$ cat src/rtl/cadr_qreg_pkg.sv
// Shared definitions for the CADR Q register datapath.
// Contents:
//   - Q operation encoding, as presented on {qs1, qs0}.
//   - Register width, shift-step saturation value and counter width.
//   - A helper that decodes the raw select bits into the enum.
package cadr_qreg_pkg;

    localparam int unsigned Q_WIDTH     = 32;
    localparam int unsigned Q_STEP_MAX  = 32;
    localparam int unsigned Q_STEP_BITS = 6;

    // Q operation selected by the Q control block
    typedef enum logic [1:0] {
        QOP_HOLD = 2'b00,
        QOP_SHL  = 2'b01,
        QOP_SHR  = 2'b10,
        QOP_LOAD = 2'b11
    } qop_e;

    // Map the qs1/qs0 pins onto the operation enum
    function automatic qop_e qop_decode(input logic qs1, input logic qs0);
        return qop_e'({qs1, qs0});
    endfunction

endpackage : cadr_qreg_pkg

$ cat src/rtl/cadr_qreg_step_counter.sv
// Saturating shift-step counter for mstep/dstep sequences.
// Ports:
//   clk    in   core clock
//   reset  in   asynchronous active-high reset
//   inc    in   count one more shift step (ignored once saturated)
//   clr    in   return to zero; wins over inc
//   cnt    out  current step count, registered
//   full   out  cnt has reached STEP_MAX (combinational from cnt)
module cadr_qreg_step_counter
    import cadr_qreg_pkg::*;
#(
    parameter int unsigned STEP_MAX = Q_STEP_MAX,
    parameter int unsigned CNT_BITS = Q_STEP_BITS
) (
    input  logic                clk,
    input  logic                reset,
    input  logic                inc,
    input  logic                clr,
    output logic [CNT_BITS-1:0] cnt,
    output logic                full
);

    logic [CNT_BITS-1:0] cnt_q;
    logic [CNT_BITS-1:0] cnt_d;
    logic                full_c;

    // Saturation detect
    assign full_c = (cnt_q == CNT_BITS'(STEP_MAX));

    // Next count: clear wins, increment stops at STEP_MAX instead of wrapping
    always_comb begin
        cnt_d = cnt_q;
        if (clr) begin
            cnt_d = '0;
        end else if (inc && !full_c) begin
            cnt_d = cnt_q + CNT_BITS'(1);
        end
    end

    always_ff @(posedge clk or posedge reset) begin
        if (reset) begin
            cnt_q <= '0;
        end else begin
            cnt_q <= cnt_d;
        end
    end

    assign cnt  = cnt_q;
    assign full = full_c;

endmodule : cadr_qreg_step_counter

$ cat src/rtl/cadr_q_register.sv
// CADR Q register: 32-bit multiply/divide shift register.
// Holds, shifts or loads from the ALU at the end of each microinstruction
// (state_fetch), gates Q onto the MF bus, counts consecutive shift steps and
// gives the spy port read/write access.
// Ports:
//   clk, reset      core clock, asynchronous active-high reset
//   state_fetch     final microinstruction phase; Q only updates here
//   qs1, qs0        00 hold, 01 shift left, 10 shift right, 11 load
//   qdrive          gate Q onto mf_q this cycle
//   alu             ALU result; top bit is carry out and is not used
//   spy_wr, spy_in  debug write of Q, overrides a same-cycle fetch update
//   spy_rd          debug read request; answered on spy_q/spy_q_valid
//   q               current Q contents
//   mf_q            Q when qdrive, else zero (combinational)
//   spy_q           registered snapshot of Q for spy reads
//   spy_q_valid     one-cycle pulse after each spy_rd
//   step_cnt        consecutive shift steps since last load/clear, saturating
//   step_full       step_cnt == STEP_MAX (combinational)
module cadr_q_register
    import cadr_qreg_pkg::*;
#(
    parameter int unsigned WIDTH    = Q_WIDTH,
    parameter int unsigned STEP_MAX = Q_STEP_MAX
) (
    input  logic                   clk,
    input  logic                   reset,
    input  logic                   state_fetch,
    input  logic                   qs1,
    input  logic                   qs0,
    input  logic                   qdrive,
    input  logic [WIDTH:0]         alu,
    input  logic                   spy_wr,
    input  logic                   spy_rd,
    input  logic [WIDTH-1:0]       spy_in,
    output logic [WIDTH-1:0]       q,
    output logic [WIDTH-1:0]       mf_q,
    output logic [WIDTH-1:0]       spy_q,
    output logic                   spy_q_valid,
    output logic [Q_STEP_BITS-1:0] step_cnt,
    output logic                   step_full
);

    logic [WIDTH-1:0] q_q;
    logic [WIDTH-1:0] q_d;
    logic [WIDTH-1:0] spy_q_q;
    logic [WIDTH-1:0] spy_q_d;
    logic             spy_valid_q;
    logic             spy_valid_d;
    logic             step_inc;
    logic             step_clr;
    qop_e             qop;

    // The ALU carry out has no role in the Q datapath
    logic unused_alu_carry;
    assign unused_alu_carry = alu[WIDTH];

    assign qop = qop_decode(qs1, qs0);

    // Q next-state mux and step-counter controls.
    // Shift left feeds in the inverted ALU sign (divide quotient bit);
    // shift right feeds in ALU bit 0 (multiply low-order bit).
    always_comb begin
        q_d      = q_q;
        step_inc = 1'b0;
        step_clr = 1'b0;
        if (spy_wr) begin
            q_d      = spy_in;
            step_clr = 1'b1;
        end else if (state_fetch) begin
            case (qop)
                QOP_HOLD: q_d = q_q;
                QOP_SHL: begin
                    q_d      = {q_q[WIDTH-2:0], ~alu[WIDTH-1]};
                    step_inc = 1'b1;
                end
                QOP_SHR: begin
                    q_d      = {alu[0], q_q[WIDTH-1:1]};
                    step_inc = 1'b1;
                end
                QOP_LOAD: begin
                    q_d      = alu[WIDTH-1:0];
                    step_clr = 1'b1;
                end
                default: q_d = q_q;
            endcase
        end
    end

    // Spy read captures the pre-edge Q, so a coincident update or spy write
    // is not visible in the snapshot
    always_comb begin
        spy_q_d     = spy_q_q;
        spy_valid_d = spy_rd;
        if (spy_rd) begin
            spy_q_d = q_q;
        end
    end

    always_ff @(posedge clk or posedge reset) begin
        if (reset) begin
            q_q         <= '0;
            spy_q_q     <= '0;
            spy_valid_q <= 1'b0;
        end else begin
            q_q         <= q_d;
            spy_q_q     <= spy_q_d;
            spy_valid_q <= spy_valid_d;
        end
    end

    cadr_qreg_step_counter #(
        .STEP_MAX (STEP_MAX),
        .CNT_BITS (Q_STEP_BITS)
    ) u_step_counter (
        .clk   (clk),
        .reset (reset),
        .inc   (step_inc),
        .clr   (step_clr),
        .cnt   (step_cnt),
        .full  (step_full)
    );

    // MF bus gating is combinational so Q appears in the same cycle as qdrive
    assign mf_q        = qdrive ? q_q : '0;
    assign q           = q_q;
    assign spy_q       = spy_q_q;
    assign spy_q_valid = spy_valid_q;

endmodule : cadr_q_register

$ cat config.mk
export PLATFORM = sky130hd
export DESIGN_NAME = cadr_q_register
export DESIGN_NICKNAME = d
export VERILOG_FILES = /design/src/rtl/cadr_qreg_pkg.sv /design/src/rtl/cadr_qreg_step_counter.sv /design/src/rtl/cadr_q_register.sv
export SDC_FILE = /design/constraint.sdc
export NUM_CORES = 1
export LEC_CHECK = 0
export ABC_AREA = 1
export BUFFER_PORTS_ARGS = -buffer_cell sky130_fd_sc_hd__buf_2
export CAP_MARGIN = 20
export CORE_ASPECT_RATIO = 1.75
export CORE_MARGIN = 2
export CORE_UTILIZATION = 47
export CTS_CLUSTER_SIZE = 24
export DETAILED_ROUTE_END_ITERATION = 7
export PLACE_DENSITY = 0.78
export SYNTH_ARGS = -nofsm -noshare
export SYNTH_HDL_FRONTEND = slang
export SYNTH_SLANG_ARGS = --single-unit
$ cat constraint.sdc
create_clock -name clk -period 2.3 [get_ports clk]
set_input_delay 0.115 -clock clk [delete_from_list [all_inputs] [get_ports clk]]
set_output_delay 0.115 -clock clk [all_outputs]
set_load 0.01 [all_outputs]
======== Word level (Yosys, flattened, before mapping) ========
Index checks and enable logic that the tools add are counted.
operators by class
  add/sub/neg operators ................... 1
  equality and inequality tests ........... 5
  multiplexer cells ....................... 12
  bitwise logic cells ..................... 1
  reductions and logical operators ........ 7
operator list
  cell                                            count
  two-way mux 32 bit                              3
  one-hot mux 32 bit (3 select lines)             1
  two-way mux 6 bit                               2
  adder 6 x 1 -> 6 bit (second input constant)    1
  == test 6 bit (second input constant)           1
  two-way mux 1 bit                               6
  == test 2 bit (second input constant)           2
  nonzero test 2 bit                              2
  == test 2 x 1 -> 1 bit (second input constant)  1
  zero test 2 bit                                 1
  != test 2 bit (second input constant)           1
  AND reduction 2 bit                             1
  OR reduction 2 bit                              1
  logical AND 1 bit                               1
  zero test 1 bit                                 1
  inverter 1 bit                                  1
word-level totals
  bits in registers ....................... 71
  input bits .............................. 73
  output and inout port bits .............. 104
  word-level logic and storage cells ...... 30

======== Depth between registers and ports, before layout ========
Gate-level depths: netlist (run 1).
  depth after elaboration ................. 8
  gate-level depth with buffers ........... 9
  depth with buffers taken out ............ 8

======== Modules after synthesis ========
A second synthesis (run 1) with hierarchy kept.
second synthesis, totals
  cells, all modules ...................... 642
  area total of the unflattened synthesis .. 4403.0 um2
modules (own cells, without submodules)
  module                  instances  cells an instance  area each (um2)  sequential area each (um2)
  cadr_q_register         1          593                4007.6           1626.6
  cadr_qreg_step_counter  1          49                 395.4            150.1

======== Least setup slack after synthesis (run 1) ========
OpenSTA, ideal clock, no wires.
  kind .................................... register -> register
  start point ............................. register u_step_counter.cnt_q[0], in the netlist u_step_counter.cnt[0]
  end point ............................... register u_step_counter.cnt_q[2], in the netlist u_step_counter.cnt[2]
  setup time .............................. 0.066 ns
  arrival ................................. 1.413 ns
  required time ........................... 2.234 ns
  setup slack ............................. 0.821 ns
  stages on the path, launching flop included .. 9
  path buffers ............................ 0
  clock period less this slack ............ 1.479 ns
  path through ............................ dfrtp_1 inv_1 ha_1 nand3_1 nor2_1 nor2_1 nor2_1 nand2_1 nand2_1
on the way
  cells in the longest elaborated chain, start to end .. 4
  elaborated cells on any way between the ends .. 7
  classes of those cells .................. add/sub: 1; eq/ne: 1; mux: 2; reduce/logical: 3
RTL lines
  what                          line                          RTL
  start: declaration            cadr_qreg_step_counter.sv:23  logic [CNT_BITS-1:0] cnt_q;
  start signal: assignment      cadr_qreg_step_counter.sv:44  cnt_q <= cnt_d;
  == test 6 bit                 cadr_qreg_step_counter.sv:28  assign full_c = (cnt_q == CNT_BITS'(STEP_MAX));
  via step_full                 cadr_q_register.sv:40         output logic step_full
  zero test 1 bit               cadr_qreg_step_counter.sv:35  end else if (inc && !full_c) begin
  logical AND 1 bit             cadr_qreg_step_counter.sv:35
  nonzero test 2 bit (no line)  n/a
The timed path passes the listed nets, and every way through them passes these cells. The select of a mux whose other input is x is not followed.
A chain may end at the register's enable or synchronous reset.

======== Worst setup path after layout (run 1) ========
  start point ............................. register u_step_counter.cnt_q[0], in the netlist u_step_counter.cnt[0]
  end point ............................... register u_step_counter.cnt_q[2], in the netlist u_step_counter.cnt[2]
on the way
  cells in the longest elaborated chain, start to end .. 4
  elaborated cells on any way between the ends .. 7
  classes of those cells .................. add/sub: 1; eq/ne: 1; mux: 2; reduce/logical: 3
RTL lines
  what
  parallel branches: the longest is 4 deep, another holds adder 6 x 1 -> 6 bit
Parallel ways; which one is timed is not known. The select of a mux whose other input is x is not followed.

==> key figures, run 1 <==
Run status
  • Outcome: finished, final reports clean

Worst hold path
  • Hold Path Class: in -> reg
  • Hold Crit Depth: 3

Placed design
  • Port Buf Inserts: 175
  • DP HPWL: 8469 µm
  • Cell Area, Placed: 4830 µm²
  • RePlAce Congestion: 0.8618
  • DP Worst Slack: 0.6729 ns

Layout
  • Synth-to-layout area growth: 31.05%
  • Most common cell after layout, fill and taps aside: buf_2
  • Most frequent cells in the layout: 175 x buf_2, 101 x nand2_1, 75 x nor2_1, 75 x a21oi_1
  • Layout cells sized above 1: 0.3052
  • Storage cell area: 1777 µm²
  • Area of the multi-input gates: 1697 µm²
  • Fill cells: 736
  • Final instance area: 5117 µm²
  • Ant diodes: 0
  • Final Net Count: 772

STA
  • Relative slew margins: 0.5099
  • Clk_skew: 0.004615 ns
  • Final hold vios: 0
  • RSZ-0062 raised after global routing: no
  • Pins Over Slew Limit: 0
  • Worst-Margin Slew: 0.7340 ns
  • Fin crit period: 1.655 ns
  • FMAX: 604.1 MHz
  • Sum of negative setup slack: 0 ns
  • Final setup margin: 0.6446 ns
  • Final Cycle Share: 0.7197
  • Setup violations, final: 0

Setup path
  • Critical path class: reg -> reg
  • Arr. time, crit path: 1.86 ns
  • Setup crit start kind: flip-flop
  • Reg2reg path depth: 8
  • Crit-path max FO: 7
  • Endpoint class of the critical path: flip-flop
  • Required @ worst endpoint: 2.51 ns

Routing
  • Initial DRC count: 369
  • TritonRoute pass-1 iters: 5
  • WL final: 11,980 µm
  • Drc violations: 0
  • Avg Vias per Cell: 5.297
  • WL/cell: 15.16 µm
  • Vias: 4,185
  • ANT nets after route: 0

Global route
  • Antenna violations before repair: 0
  • Gr usage total: 0.2609
  • Vias in the first global route: 3,918
  • Largest net degree at the start of global routing: 40
  • Grt ovf: 0
  • First-pass GRT wire length: 18,410 µm

Pwr
  • PwrDens: 743.2 nW/µm²
  • Pleak: 0.002833 µW
  • Peak VDD IR: 0.6222 mV

Logic synthesis
  • Cells after synthesis: 528
  • Yosys cell types: 23
  • Yosys warnings: 0
  • Syn_area_per_cell: 7.396 µm²
  • Synthesized flop and latch total: 71
  • Seq/Total Area, Yosys: 0.4550
  • Syn_nets: 606
  • Synth Cell Area: 3905 µm²

Floorplan
  • FP Rows: 44
  • Core area: 8203 µm²
  • Die width: 72.91 µm
  • Die span in y: 124.6 µm
  • Starting Density: 0.4761
  • Io pins: 177
  • Die outline area: 9083 µm²

Clocking
  • Post_cts resized: 0
  • Clock sinks: 71
  • Num CTS Buffers: 9
  • Reg clk slew, reported paths: 0.05 ns
  • Worst-Skew Late Latency: 0.33 ns
  • Clk root buf: clkbuf_16
  • Hold_buf cts: 1
  • H-tree Lvls: 3
  • Post-CTS setup buffer count: 0
  • Maximum buffer depth of the clock tree: 2
  • CTS tree: yes

Flow run
  • Max-Cap Viols: 0
## state kept, by name, summed over array words and instances (netlist names)
| name | count |
|---|---|
| spy_q | 32 |
| u_step_counter.cnt | 6 |
| spy_q_valid | 1 |
| q | 32 |
## report_power, final
group	leakage [µW]	switching, µW	internal, µW
Clock	0.000136	480	813
Sequential	0.000829	155	1420
Combinational	0.00187	558	376
Total	0.00283	1190	2610
## routing by layer
metal	track usage	up-vias	share of wire
li1	-	2023	-
met1	0.2987	1935	0.38
met2	0.4519	193	0.53
met3	0.04693	34	0.058
met4	0.1285	0	0.031
met5	0	-	0
## area by class of cell
cell class,count,area share
clock buffer,15,0.05428
inverter,74,0.05428
tap,92,0.02249
timing repair buffer,186,0.1902
multi-input combinational,352,0.3315
sequential,71,0.3472
## cell usage after synthesis
cell      number  area (µm²)
nand2_1      101       379.1
buf_6          1       11.26
nand3_1       13       65.06
mux2_2         5       56.30
inv_2          2       7.510
o22ai_2        1       12.51
xor2_1         1       8.760
nor2_1        75       281.5
buf_2         15       75.07
o21ai_1        6       30.03
a21oi_1       75       375.4
dfrtp_1       71        1777
clkbuf_1      12       45.04
ha_1           5       62.56
o211ai_1       7       52.55
o211ai_2       3       37.54
inv_1         72       270.3
a21oi_4        2       32.53
o21ai_0       48       240.2
nand4_1        8       50.05
nor2_2         1       6.260
or2_2          1       6.260
buf_4          3       22.52
## logic make-up after synthesis
| group | count (synthesis) | synth area share |
|---|---|---|
| AO/OA/AOI/OAI | 142 | 0.1999 |
| AND/OR/NAND/NOR | 199 | 0.2019 |
| flip-flops | 71 | 0.4550 |
| XOR/XNOR | 1 | 0.002243 |
| adder cells (fa/ha/maj) | 5 | 0.01602 |
| buffers and inverters | 105 | 0.1105 |
| multiplexers | 5 | 0.01442 |
## stage by stage
stage | utilization | hold WS (ns) | total power (µW) | cells
final | 0.6239 | 0.03363 | 3803 | 790
after global routing | 0.6239 | 0.03156 | 3994 | 790
after CTS | 0.6239 | 0.01580 | 3826 | 790
after detailed placement | 0.5888 | 0.1851 | 2525 | 774
after global placement | 0.5888 | 0.1782 | 2500 | 774
after floorplan | - | 0.1464 | 2101 | 528
## final timing paths
path                                         end                   from  slack (ns)
min                                        q[20]             spy_in[20]        0.03
max reg2reg                u_step_counter.cnt[2]  u_step_counter.cnt[0]        0.64
min in group asynchronous               spy_q[8]                  reset        0.37
min reg2reg                            spy_q[21]              spy_q[21]        0.50
max                        u_step_counter.cnt[2]  u_step_counter.cnt[0]        0.64
max in group asynchronous                  q[27]                  reset        1.16
## worst max-delay path, cell delays in order (launching register included)
cell and delay (ns):
dfrtp_1 0.43, inv_1 0.11, ha_1 0.21, nand3_1 0.11, nor2_1 0.07, nor2_1 0.34, nor2_1 0.13, nand2_1 0.09
nand2_1 0.06
Power figures use the tool's default switching activity.
==> run 2, diff against run 1 <==
==> constraint.sdc (replaced) <==
create_clock -name clk -period 1.6 [get_ports clk]
set_input_delay 0.08 -clock clk [delete_from_list [all_inputs] [get_ports clk]]
set_output_delay 0.08 -clock clk [all_outputs]
set_load 0.01 [all_outputs]
==> key figures, run 2 (synthesis results as in run 1) <==
Floorplan
  • Starting Density: 0.4761 (unchanged)
  • Io pins: 177 (unchanged)
  • Die width: 72.91 µm (unchanged)
  • FP Rows: 44 (unchanged)
  • Core area: 8203 µm² (unchanged)
  • Die outline area: 9083 µm² (unchanged)
  • Die span in y: 124.6 µm (unchanged)

STA
  • Final setup margin: 0.03850 ns (was 0.6446 ns)
  • Final hold vios: 0 (unchanged)
  • Relative slew margins: 0.5818 (was 0.5099)
  • FMAX: 640.4 MHz
  • Setup violations, final: 0 (unchanged)
  • Pins Over Slew Limit: 0 (unchanged)
  • Clk_skew: 0.007909 ns (was 0.004615 ns)
  • Sum of negative setup slack: 0 ns (unchanged)
  • Worst-Margin Slew: 0.6264 ns (was 0.7340 ns)
  • Final Cycle Share: 0.9759
  • Min Hold Slack: 0.01252 ns (was 0.03363 ns)
  • Fin crit period: 1.561 ns

Global route
  • Gr usage total: 0.2812 (was 0.2609)
  • Antenna violations before repair: 0 (unchanged)
  • Vias in the first global route: 4,287 (was 3,918)
  • Grt ovf: 0 (unchanged)
  • Largest net degree at the start of global routing: 72 (was 40)
  • First-pass GRT wire length: 20,020 µm (was 18,410 µm)

Placed design
  • Port Buf Inserts: 175 (unchanged)
  • DP Worst Slack: -0.03328 ns (was 0.6729 ns)
  • RePlAce Congestion: 0.9052 (was 0.8618)
  • Placed cell count: 781 (was 774)
  • DP HPWL: 8749 µm (was 8469 µm)

Pwr
  • PwrDens: 1072 nW/µm² (was 743.2 nW/µm²)
  • Pint: 3851 µW (was 2610 µW)
  • Seq pwr share: 0.400 (was 0.414)
  • Pleak: 0.002897 µW (was 0.002833 µW)
  • Clk pwr share: 0.355 (was 0.340)
  • Comb power frac: 0.245 (was 0.246)
  • Peak VDD IR: 0.7133 mV (was 0.6222 mV)
  • Switching Power: 1807 µW (was 1194 µW)
  • Sw Ratio: 0.3193 (was 0.3138)

Routing
  • Avg Vias per Cell: 5.375 (was 5.297)
  • WL/cell: 15.50 µm (was 15.16 µm)
  • TritonRoute pass-1 iters: 7 (was 5)
  • WL final: 12,430 µm (was 11,980 µm)
  • Vias: 4,311 (was 4,185)
  • ANT nets after route: 0 (unchanged)
  • Initial DRC count: 333 (was 369)
  • Drc violations: 0 (unchanged)

Clocking
  • Num CTS Buffers: 9 (unchanged)
  • Clk root buf: clkbuf_16 (unchanged)
  • Worst-Skew Late Latency: 0.33 ns (about the same)
  • Clock sinks: 71 (unchanged)
  • Reg clk slew, reported paths: 0.06 ns (was 0.05 ns)
  • Maximum buffer depth of the clock tree: 2 (unchanged)
  • CTS tree: yes (unchanged)
  • H-tree Lvls: 3 (unchanged)

Setup path
  • Largest stage delay, worst path: 0.44 ns (was 0.43 ns)
  • Worst path bufs/invs: 2 (was 1)
  • Arr. time, crit path: 1.48 ns (was 1.86 ns)
  • Required @ worst endpoint: 1.52 ns (was 2.51 ns)
  • Crit-path max FO: 6 (was 7)
  • CP delay by family, top: flip-flops (was simple AND/OR/NAND/NOR gates)
  • Endpoint class of the critical path: output port (was flip-flop)
  • Slowest-stage cell, CP: dfrtp_1 (unchanged)
  • Critical path class: reg -> out (was reg -> reg)
  • Setup crit start kind: flip-flop (unchanged)
  • Crit-path cells: inv_2 -> ha_1 -> nand3_1 -> nor2_4 -> buf_2 (was inv_1 -> ha_1 -> nand3_1 -> nor2_1 -> nor2_1 -> nor2_1 -> nand2_1 -> nand2_1)

Layout
  • Non-filler cells, final: 802 (was 790)
  • Most common cell after layout, fill and taps aside: buf_2 (unchanged)
  • Layout cells sized above 1: 0.3211 (was 0.3052)
  • Final Net Count: 783 (was 772)
  • Ant diodes: 0 (unchanged)
  • Fill cells: 705 (was 736)
  • Final Util: 0.6434 (was 0.6239)
  • Most frequent cells in the layout: 175 x buf_2, 101 x nand2_1, 75 x a21oi_1 (was 175 x buf_2, 101 x nand2_1, 75 x nor2_1, 75 x a21oi_1)
  • Synth-to-layout area growth: 35.15% (was 31.05%)

Flow run
  • Max-Cap Viols: 0 (unchanged)

Run status
  • Outcome: finished, final reports clean (unchanged)

Worst hold path
  • Hold Path Class: in -> reg (unchanged)
-- run 2: final timing paths --
check | startpoint | to | slack (ns) | cells past startpoint
min in group asynchronous | reset | spy_q[0] | 0.42 | 4
setup reg to reg | u_step_counter.cnt[0] | u_step_counter.cnt[0] | 0.09 | 6
setup / recovery | u_step_counter.cnt[0] | step_full | 0.04 | 5
max in group asynchronous | reset | spy_q[15] | 0.88 | 4
hold / removal | spy_in[22] | q[22] | 0.01 | 3
hold reg to reg | spy_q[1] | spy_q[1] | 0.51 | 1
-- run 2: final cells by class --
class	count	area, µm²	area share
inverter	74	281.5	0.05334
timing repair buffer	197	1091	0.2067
tap	92	115.1	0.02181
sequential	71	1777	0.3367
multi-input combinational	352	1714	0.3248
clock inverter	6	60.06	0.01138
clock buffer	10	239.0	0.04528
-- run 2: power by group through the flow --
stage / clock network, µW / registers (µW) / logic, µW
after floorplan: 0 / 2360 / 656
after global placement: 0 / 2280 / 1340
after detailed placement: 0 / 2290 / 1370
after CTS: 2030 / 2260 / 1390
after global routing: 2110 / 2300 / 1540
final: 2010 / 2260 / 1390
-- run 2: repair_timing --
| item | 4_1_cts | 5_1_grt |
|---|---|---|
| endpoints found under the setup margin | 3 | 5 |
| hold buffers | 5 | 0 |
| endpoints found under the hold margin | 75 | 0 |
| gates resized for setup | 1 | 4 |
| setup buffers | 0 | 0 |
-- run 2: metrics by stage --
stage,total power (µW),cell area [µm²]
2_1_floorplan,3021,3909
3_3_place_gp,3618,4913
3_5_place_dp,3663,4913
4_1_cts,5678,5265
5_1_grt,5953,5278
6_report,5658,5278
-- run 2: tightest hold or removal path: cells and delay by family --
| family | cells | cell delay (ns) |
|---|---|---|
| compound gates | 2 | 0.14 |
| buf+inv | 1 | 0.08 |
-- run 2: layer usage --
| layer | vias to the layer above | GRT usage | wire length (µm) |
|---|---|---|---|
| met1 | 2020 | 0.3245 | 4763 |
| met4 | 0 | 0.1275 | 331 |
| li1 | 2051 | - | - |
| met3 | 31 | 0.05421 | 716 |
| met5 | - | 0 | 0 |
| met2 | 209 | 0.4877 | 6620 |
==> run 3, diff against run 2 <==
--- a/config.mk
+++ b/config.mk
@@ -14,6 +14,7 @@
 export CTS_CLUSTER_SIZE = 24
 export DETAILED_ROUTE_END_ITERATION = 7
 export PLACE_DENSITY = 0.78
+export REMOVE_ABC_BUFFERS = 1
 export SYNTH_ARGS = -nofsm -noshare
 export SYNTH_HDL_FRONTEND = slang
 export SYNTH_SLANG_ARGS = --single-unit
==> key figures, run 3 (synthesis results as in run 1) <==
Setup path
  • Largest stage delay, worst path: 0.45 ns (was 0.44 ns)
  • Reg-to-reg slack, setup: 0.16 ns (was 0.09 ns)
  • Capture point of the worst reg-to-reg path: u_step_counter.cnt[2] (was u_step_counter.cnt[0])
  • Critical path class: reg -> out (unchanged)
  • Crit-path max FO: 6 (unchanged)
  • Crit-path cells: inv_2 -> ha_1 -> nand3_1 -> nor2_2 -> buf_2 (was inv_2 -> ha_1 -> nand3_1 -> nor2_4 -> buf_2)
  • Slowest-stage cell, CP: dfrtp_2 (was dfrtp_1)
  • Crit Reg-Reg Startpoint: u_step_counter.cnt[1] (was u_step_counter.cnt[0])
  • Reg2reg path depth: 8 (was 6)
  • Arr. time, crit path: 1.45 ns (was 1.48 ns)
  • Setup crit start kind: flip-flop (unchanged)
  • Required @ worst endpoint: 1.52 ns (about the same)
  • Endpoint class of the critical path: output port (unchanged)

Clocking
  • CTS tree: yes (unchanged)
  • Worst-Skew Late Latency: 0.35 ns (was 0.33 ns)
  • Num CTS Buffers: 9 (unchanged)
  • H-tree Lvls: 3 (unchanged)
  • Maximum buffer depth of the clock tree: 2 (unchanged)
  • Clock sinks: 71 (unchanged)
  • Reg clk slew, reported paths: 0.06 ns (about the same)
  • Clk root buf: clkbuf_16 (unchanged)

Floorplan
  • Core area: 8203 µm² (unchanged)
  • Starting Density: 0.4761 (unchanged)
  • Die outline area: 9083 µm² (unchanged)
  • Die span in y: 124.6 µm (unchanged)
  • FP Rows: 44 (unchanged)
  • Io pins: 177 (unchanged)
  • Die width: 72.91 µm (unchanged)

STA
  • RSZ-0062 raised after global routing: no
  • Relative slew margins: 0.5975 (was 0.5818)
  • Setup violations, final: 0 (unchanged)
  • Clk_skew: 0.01021 ns (was 0.007909 ns)
  • Fin crit period: 1.525 ns (was 1.561 ns)
  • FMAX: 655.6 MHz (was 640.4 MHz)
  • Final hold vios: 0 (unchanged)
  • Final Cycle Share: 0.9534 (was 0.9759)
  • Worst-Margin Slew: 0.6038 ns (was 0.6264 ns)
  • Min Hold Slack: 0.01402 ns (was 0.01252 ns)
  • Pins Over Slew Limit: 0 (unchanged)

Worst hold path
  • Hold Crit Depth: 3 (unchanged)
  • Hold Path Class: in -> reg (unchanged)
  • Worst Hold Endpoint: q[3] (was q[22])
  • Hold Crit Start: spy_in[3] (was spy_in[22])

Pwr
  • Comb power frac: 0.238 (was 0.245)
  • Switching Power: 1853 µW (was 1807 µW)
  • Pleak: 0.002925 µW (was 0.002897 µW)
  • PnR Total Power: 5926 µW (was 5658 µW)
  • Peak VDD IR: 0.7050 mV (was 0.7133 mV)
  • PwrDens: 1112 nW/µm² (was 1072 nW/µm²)
  • Sw Ratio: 0.3127 (was 0.3193)
  • Pint: 4073 µW (was 3851 µW)
  • Clk pwr share: 0.380 (was 0.355)
  • Seq pwr share: 0.382 (was 0.400)

Routing
  • Initial DRC count: 362 (was 333)
  • TritonRoute pass-1 iters: 5 (was 7)
  • WL/cell: 16.05 µm (was 15.50 µm)
  • Avg Vias per Cell: 5.490 (was 5.375)
  • Vias: 4,414 (was 4,311)
  • ANT nets after route: 0 (unchanged)
  • WL final: 12,910 µm (was 12,430 µm)
  • Drc violations: 0 (unchanged)

Placed design
  • Cell Area, Placed: 4920 µm² (was 4913 µm²)
  • DP HPWL: 8943 µm (was 8749 µm)
  • RePlAce Congestion: 0.8650 (was 0.9052)
  • Placed cell count: 781 (unchanged)
  • Port Buf Inserts: 175 (unchanged)

Global route
  • Vias in the first global route: 4,210 (was 4,287)
  • Largest net degree at the start of global routing: 72 (unchanged)
  • Gr usage total: 0.2847 (was 0.2812)
  • First-pass GRT wire length: 20,020 µm (unchanged)
  • Grt ovf: 0 (unchanged)
  • Antenna violations before repair: 0 (unchanged)

Layout
  • Final instance area: 5329 µm² (was 5278 µm²)
  • Final Util: 0.6496 (was 0.6434)
  • Most frequent cells in the layout: 175 x buf_2, 101 x nand2_1, 75 x a21oi_1 (unchanged)
  • Layout cells sized above 1: 0.3188 (was 0.3211)
  • Final Net Count: 785 (was 783)
  • Ant diodes: 0 (unchanged)
  • Non-filler cells, final: 804 (was 802)
  • Most common cell after layout, fill and taps aside: buf_2 (unchanged)
  • Synth-to-layout area growth: 36.46% (was 35.15%)
  • Fill cells: 708 (was 705)

Flow run
  • Max-Cap Viols: 0 (unchanged)

Run status
  • Outcome: finished, final reports clean (unchanged)
[run 3: area by class of cell]
class	count	area [µm²]	area share
clock buffers	12	256.5	0.04813
clock inverters	4	76.32	0.01432
inverters	74	277.8	0.05212
multi-input cells	352	1702	0.3193
flip-flops and latches	71	1778	0.3336
well taps	92	115.1	0.02160
repair buffers	199	1124	0.2108
[run 3: per-stage QoR]
stage	worst slack, ns	setup TNS (ns)
after floorplan	-0.2766	-22.13
after global placement	0.1114	0
after detailed placement	-0.02163	-0.05487
after CTS	0.04447	0
after global routing	0.005401	0
final	0.07457	0
[run 3: worst max path at each step]
stage,from,to
after floorplan,reset,q[0]
final,u_step_counter.cnt[0],step_full
after CTS,u_step_counter.cnt[0],step_full
after global placement,u_step_counter.cnt[0],u_step_counter.cnt[2]
after global routing,u_step_counter.cnt[0],step_full
after detailed placement,u_step_counter.cnt[0],u_step_counter.cnt[5]
[run 3: critical path, delay by kind of cell, from the launching register on]
| family | cells | cell delay [ns] |
|---|---|---|
| fa+ha+maj | 1 | 0.15 |
| simple gates | 2 | 0.26 |
| buf+inv | 2 | 0.25 |
| flops | 1 | 0.45 |
[run 3: power by group through the flow]
stage | clock (µW) | combinational [µW] | sequential (µW)
2_1_floorplan | 0 | 594 | 2360
3_3_place_gp | 0 | 1350 | 2280
3_5_place_dp | 0 | 1380 | 2290
4_1_cts | 2280 | 1410 | 2260
5_1_grt | 2360 | 1550 | 2290
6_report | 2250 | 1410 | 2260
[run 3: routing by layer]
layer | up-vias | part of all wire | track usage
met1 | 2105 | 0.36 | 0.3206
met4 | 0 | 0.050 | 0.1688
met2 | 207 | 0.53 | 0.4791
met3 | 55 | 0.061 | 0.05906
li1 | 2047 | - | -
met5 | - | 0 | 0
[run 3: repair_timing]
action,4_1_cts,5_1_grt
hold buffers,7,0
setup endpoints to repair,3,4
hold endpoints to repair,77,0
setup buffers,0,0
pin swaps,0,1
gates resized for setup,2,2
